<file path="config.mk">
export PLATFORM = sky130hd
export DESIGN_NAME = fetch_ctrl
export DESIGN_NICKNAME = d
export VERILOG_FILES = /design/src/rtl/cpu_pkg.sv /design/src/rtl/pc_reg.sv /design/src/rtl/fetch_ctrl.sv
export SDC_FILE = /design/constraint.sdc
export NUM_CORES = 1
export LEC_CHECK = 0
export CAP_MARGIN = 10
export CORE_MARGIN = 1.5
export CORE_UTILIZATION = 43
export CTS_CLUSTER_DIAMETER = 30
export DETAILED_ROUTE_END_ITERATION = 16
export PLACE_DENSITY = 0.79
export SLEW_MARGIN = 40
export SYNTH_ARGS = -nofsm -noshare
export SYNTH_HDL_FRONTEND = slang
export SYNTH_SLANG_ARGS = --single-unit
</file>
<file path="constraint.sdc">
create_clock -name clk -period 4.47 [get_ports clk]
set_input_delay 1.341 -clock clk [delete_from_list [all_inputs] [get_ports clk]]
set_output_delay 1.341 -clock clk [all_outputs]
set_load 0.005 [all_outputs]
</file>
<file path="src/rtl/cpu_pkg.sv">
// Shared CPU definitions: fetch FSM states, word width and instruction constants.
package cpu_pkg;

    localparam int XLEN = 32;

    // Canonical NOP (addi x0, x0, 0).
    localparam logic [XLEN-1:0] INSTR_NOP = 32'h0000_0013;

    typedef enum logic [1:0] {
        ST_IDLE  = 2'd0,
        ST_FETCH = 2'd1,
        ST_WAIT  = 2'd2,
        ST_DROP  = 2'd3
    } fetch_state_t;

    // Force a target address onto a 32-bit word boundary.
    function automatic logic [XLEN-1:0] align_word(input logic [XLEN-1:0] addr);
        return {addr[XLEN-1:2], 2'b00};
    endfunction

endpackage

</file>
<file path="src/rtl/pc_reg.sv">
// Program counter register; loads RESET_VEC on reset, otherwise follows pc_next.
module pc_reg
    import cpu_pkg::*;
#(
    parameter logic [XLEN-1:0] RESET_VEC = 32'h0000_0000
) (
    input  logic            clk,
    input  logic            rst,
    input  logic [XLEN-1:0] pc_next,
    output logic [XLEN-1:0] pc_out
);

    // PC state; the parent supplies pc_out as pc_next when holding.
    always_ff @(posedge clk or posedge rst) begin
        if (rst) pc_out <= RESET_VEC;
        else     pc_out <= pc_next;
    end

endmodule

</file>
<file path="src/rtl/fetch_ctrl.sv">
// Instruction fetch controller: one outstanding imem request, a single-entry
// output buffer towards decode, and trap/branch redirects that squash in-flight work.
module fetch_ctrl
    import cpu_pkg::*;
#(
    parameter logic [XLEN-1:0] RESET_VEC = 32'h0000_0000
) (
    input  logic            clk,
    input  logic            rst,
    input  logic            stall_i,
    input  logic            redirect_valid_i,
    input  logic [XLEN-1:0] redirect_pc_i,
    input  logic            trap_i,
    input  logic [XLEN-1:0] mtvec_i,
    output logic            imem_req_o,
    output logic [XLEN-1:0] imem_addr_o,
    input  logic            imem_gnt_i,
    input  logic            imem_rvalid_i,
    input  logic [XLEN-1:0] imem_rdata_i,
    output logic            if_valid_o,
    output logic [XLEN-1:0] if_pc_o,
    output logic [XLEN-1:0] if_instr_o
);

    fetch_state_t    state;
    logic [XLEN-1:0] pc;
    logic [XLEN-1:0] pc_next;
    logic [XLEN-1:0] redirect_target;
    logic            redirect;
    logic            consume;
    logic            granted;
    logic            accept;

    // Trap wins over a branch redirect; both targets are word aligned.
    assign redirect        = trap_i | redirect_valid_i;
    assign redirect_target = align_word(trap_i ? mtvec_i : redirect_pc_i);

    // Decode takes the buffered instruction this cycle.
    assign consume = if_valid_o & ~stall_i;

    // Request only when the buffer will have room for the answer. This term
    // depends on stall_i in the same cycle, so the request is combinational
    // from the state register rather than a flop of its own.
    assign imem_req_o  = (state == ST_FETCH) & (~if_valid_o | ~stall_i);
    assign imem_addr_o = pc;
    assign granted     = imem_req_o & imem_gnt_i;

    // A response is kept only if no redirect squashes it in the same cycle.
    assign accept = (state == ST_WAIT) & imem_rvalid_i & ~redirect;

    // Next PC: redirect target, sequential advance on a kept response, or hold.
    always_comb begin
        pc_next = pc;
        if (redirect)    pc_next = redirect_target;
        else if (accept) pc_next = pc + 32'd4;
    end

    pc_reg #(
        .RESET_VEC(RESET_VEC)
    ) u_pc_reg (
        .clk     (clk),
        .rst     (rst),
        .pc_next (pc_next),
        .pc_out  (pc)
    );

    // Fetch sequencing: track the single outstanding request and whether its
    // response must be thrown away after a redirect.
    always_ff @(posedge clk or posedge rst) begin
        if (rst) begin
            state <= ST_IDLE;
        end else begin
            case (state)
                ST_IDLE:  state <= ST_FETCH;
                ST_FETCH: begin
                    // A request granted in the redirect cycle is already stale.
                    if (granted) state <= redirect ? ST_DROP : ST_WAIT;
                end
                ST_WAIT: begin
                    if (imem_rvalid_i) state <= ST_FETCH;
                    else if (redirect) state <= ST_DROP;
                end
                ST_DROP: begin
                    if (imem_rvalid_i) state <= ST_FETCH;
                end
                default:  state <= ST_IDLE;
            endcase
        end
    end

    // Output buffer: fill on a kept response, empty on consume or redirect.
    always_ff @(posedge clk or posedge rst) begin
        if (rst) begin
            if_valid_o <= 1'b0;
            if_pc_o    <= '0;
            if_instr_o <= '0;
        end else if (redirect) begin
            if_valid_o <= 1'b0;
        end else if (accept) begin
            if_valid_o <= 1'b1;
            if_pc_o    <= pc;
            if_instr_o <= imem_rdata_i;
        end else if (consume) begin
            if_valid_o <= 1'b0;
        end
    end

    // An ungranted request keeps its address until granted or redirected.
    a_req_hold: assert property (@(posedge clk) disable iff (rst)
        imem_req_o && !imem_gnt_i && !redirect |=> imem_req_o && $stable(imem_addr_o));

    // Requests are issued only into an empty buffer, so it stays empty while waiting.
    a_wait_empty: assert property (@(posedge clk) disable iff (rst)
        (state == ST_WAIT) |-> !if_valid_o);

endmodule

</file>
==> results.yml <==
placed_design:
  place_congestion: 0.879
  port_buffers: 192
  place_hpwl_mm: 10.3
  dp_cells: 863
setup_path:
  r2r_cells: 7
  cp.required_ns: 3.13
  crit_fanout: 3
  endpoint_kind: "output port"
  crit_type: "input pin to output port"
  crit_arrival_ns: 2.49
  cp-start-kind: "input pin"
drt:
  routedWlPerCell_um: 16.1
  ant_nets: 0
  dr.pass1.iters: 5
  drt_iter0_markers: 305
  wirelength_mm: 14.1
  dr_total_vias: 4613
  drc: 0
  via_per_inst: 5.25
outcome:
  status: "finished clean"
logic_synthesis:
  ys_seq_area_share_pct: 50.0
  synth-main-ff-cell: "dfrtp_1"
  netlist_area_um2: 4760
  avgSynthCellArea_um2: 8.56
  netlist_instances: 556
  yosys_warnings: 0
  ys_ff_latch: 95
  synth_edf_count: 0
  synth_cell_types: 48
  synthArstFlopShare_pct: 100
hold_path:
  min_path_cells: 2
  worstHoldPathType: "flip-flop to flip-flop"
die:
  rows: 38
  dieArea_um2: 11700
  fp.dieW_um: 108
  die_h_um: 108
  core_area_um2: 10800
  initial_core_util_pct: 44.1
  io_pins: 201
finish:
  fillers: 891
  multi_input_area_um2: 2200
  nets: 841
  layout-drive-gt1-share_pct: 5.82
  diodes: 0
  synthToLayoutAreaGrowth_pct: 47.4
  regArea_um2: 2380
  fin_cells: 879
clock_network:
  post-cts-setup-buffer-count: 0
  path_clk_slew_ns: 0.09
  cts-buffers-inserted: 9
  ctsResizeCount: 0
  clk_latency_ns: 0.37
  cts_root_buf: "clkbuf_8"
  postCtsHoldBufs: 0
  cts_tree: "built"
  h-tree-depth: 3
  cts_sinks: 95
  cts.path.max_buffers: 2
sta:
  fin_crit_sh_pct: 85.7
  setup_viol: 0
  fmax_mhz: 261
  final_max_slew_viol_count: 0
  slew_headroom_pct: 52.8
  rsz0062_at_grt: "no"
  min_period_ns: 3.83
  tightest_slew_ns: 0.705
  fin_skew_ns: 0.00596
  tns_ns: 0
  finalHoldViolCount: 0
grt:
  grt_util_met2_pct: 42.9
  grt_pass1_wl_mm: 22.0
  grt_pass1_vias: 4577
  antenna_found_initial: 0
  grtUsageMet3_pct: 4.40
  grtUsageTotal_pct: 24.3
  overflow: 0
  top_usage_layer: "met2"
  grt_max_degree: 55
  grt_use_met1_pct: 29.2
power:
  vdd_ir_drop_max_mv: 0.284
  p_per_area_nw_per_um2: 448
  power.leakage_nw: 3.15
job:
  maxCapViolations: 0
## layout by cell type, fill, tap and decap left out, types with 3 or more instances in the layout
cell type / instances
a211oi_1: 9
a21oi_1: 33
a31oi_1: 8
and2_1: 9
and3_1: 9
buf_4: 7
clkbuf_8: 10
clkdlybuf4s50_1: 192
conb_1: 4
dfrtp_1: 95
ha_1: 4
inv_1: 9
mux2i_1: 3
nand2_1: 206
nand3_1: 13
nand4_1: 7
nor2_1: 18
nor2b_1: 8
nor3_1: 5
nor4_1: 3
nor4_4: 3
o21ai_0: 24
o31ai_1: 5
xnor2_1: 9
xor2_1: 6
## per-stage QoR
stage                     power [mW]  util (%)  hold slack, ns  setup slack (ns)  instance area, µm²
after floorplan                 1.73         -           0.470             0.652                4770
after global placement          2.47      62.9           0.456             0.660                6780
after detailed placement        2.53      62.9           0.461             0.648                6780
after CTS                       3.17      65.0           0.484             0.636                7010
after global routing            3.35      65.0           0.503             0.600                7010
final                           3.14      65.0           0.480             0.639                7010
## cell families after synthesis
kind of cell,Yosys count,synth area share (%)
other,1,0.0788
xor gates and xnor gates,15,2.76
muxes,5,1.10
buffers and inverters,46,4.34
adders and majority gates,4,1.05
AOI/OAI and AO/OA,92,11.6
DFF,95,50.0
and+or+nand+nor,298,29.1
## worst paths after layout
check	start	end	slack [ns]
setup / recovery	stall_i	imem_req_o	0.64
hold / removal	if_pc_o[27]	if_pc_o[27]	0.48
max in group asynchronous	rst	if_pc_o[22]	2.22
setup reg to reg	state[0]	if_pc_o[26]	1.92
hold reg to reg	if_pc_o[27]	if_pc_o[27]	0.48
min in group asynchronous	rst	if_instr_o[8]	1.43
## state kept, by name, indices dropped and copies added, names as in the netlist
signal	cells
state	2
if_pc_o	30
if_instr_o	32
u_pc_reg.pc_out	30
if_valid_o	1
## report_power, final
part | switching (mW) | total [mW] | internal (mW)
Clock | 0.309 | 0.642 | 0.333
Sequential | 0.194 | 1.34 | 1.15
Combinational | 0.438 | 1.16 | 0.723
Total | 0.941 | 3.14 | 2.20
## synthesized netlist by cell type, types with 3 or more instances
master	number	area [µm²]
nand2_1	207	777
dfrtp_1	95	2380
a21oi_1	33	165
o21ai_0	24	120
clkbuf_1	22	82.6
nor2_1	20	75.1
nand3_1	13	65.1
inv_1	10	37.5
a211oi_1	9	67.6
and2_1	9	56.3
and3_1	9	56.3
xnor2_1	9	78.8
a31oi_1	8	50.1
nor2b_1	8	50.1
nand4_1	7	43.8
buf_2	6	30.0
xor2_1	6	52.6
buf_4	5	37.5
nor3_1	5	25.0
o31ai_1	5	37.5
ha_1	4	50.1
mux2i_1	3	30.0
nor4_1	3	18.8
nor4_4	3	63.8
## critical path, cell delays in order
cell and delay [ns]:
clkdlybuf4s50_1 0.46, nand2_1 0.08, and2_1 0.17, clkdlybuf4s50_1 0.44
## metal layers
metal  wire [µm]  up-vias  part of all wire (%)
met2        7150      179                    51
met3        1020       20                   7.2
met5           0        -                     0
met4         270        0                   1.9
met1        5670     2217                    40
li1            -     2197                     -
## area by class of cell
cell class	instances	area share, %
clock buffers	10	1.96
clock inverters	6	1.32
inverters	10	0.571
multi-input cells	418	31.3
flip-flops and latches	95	33.9
well taps	140	2.50
repair buffers	200	28.4
Note: power is estimated with default switching activity, not from simulation.
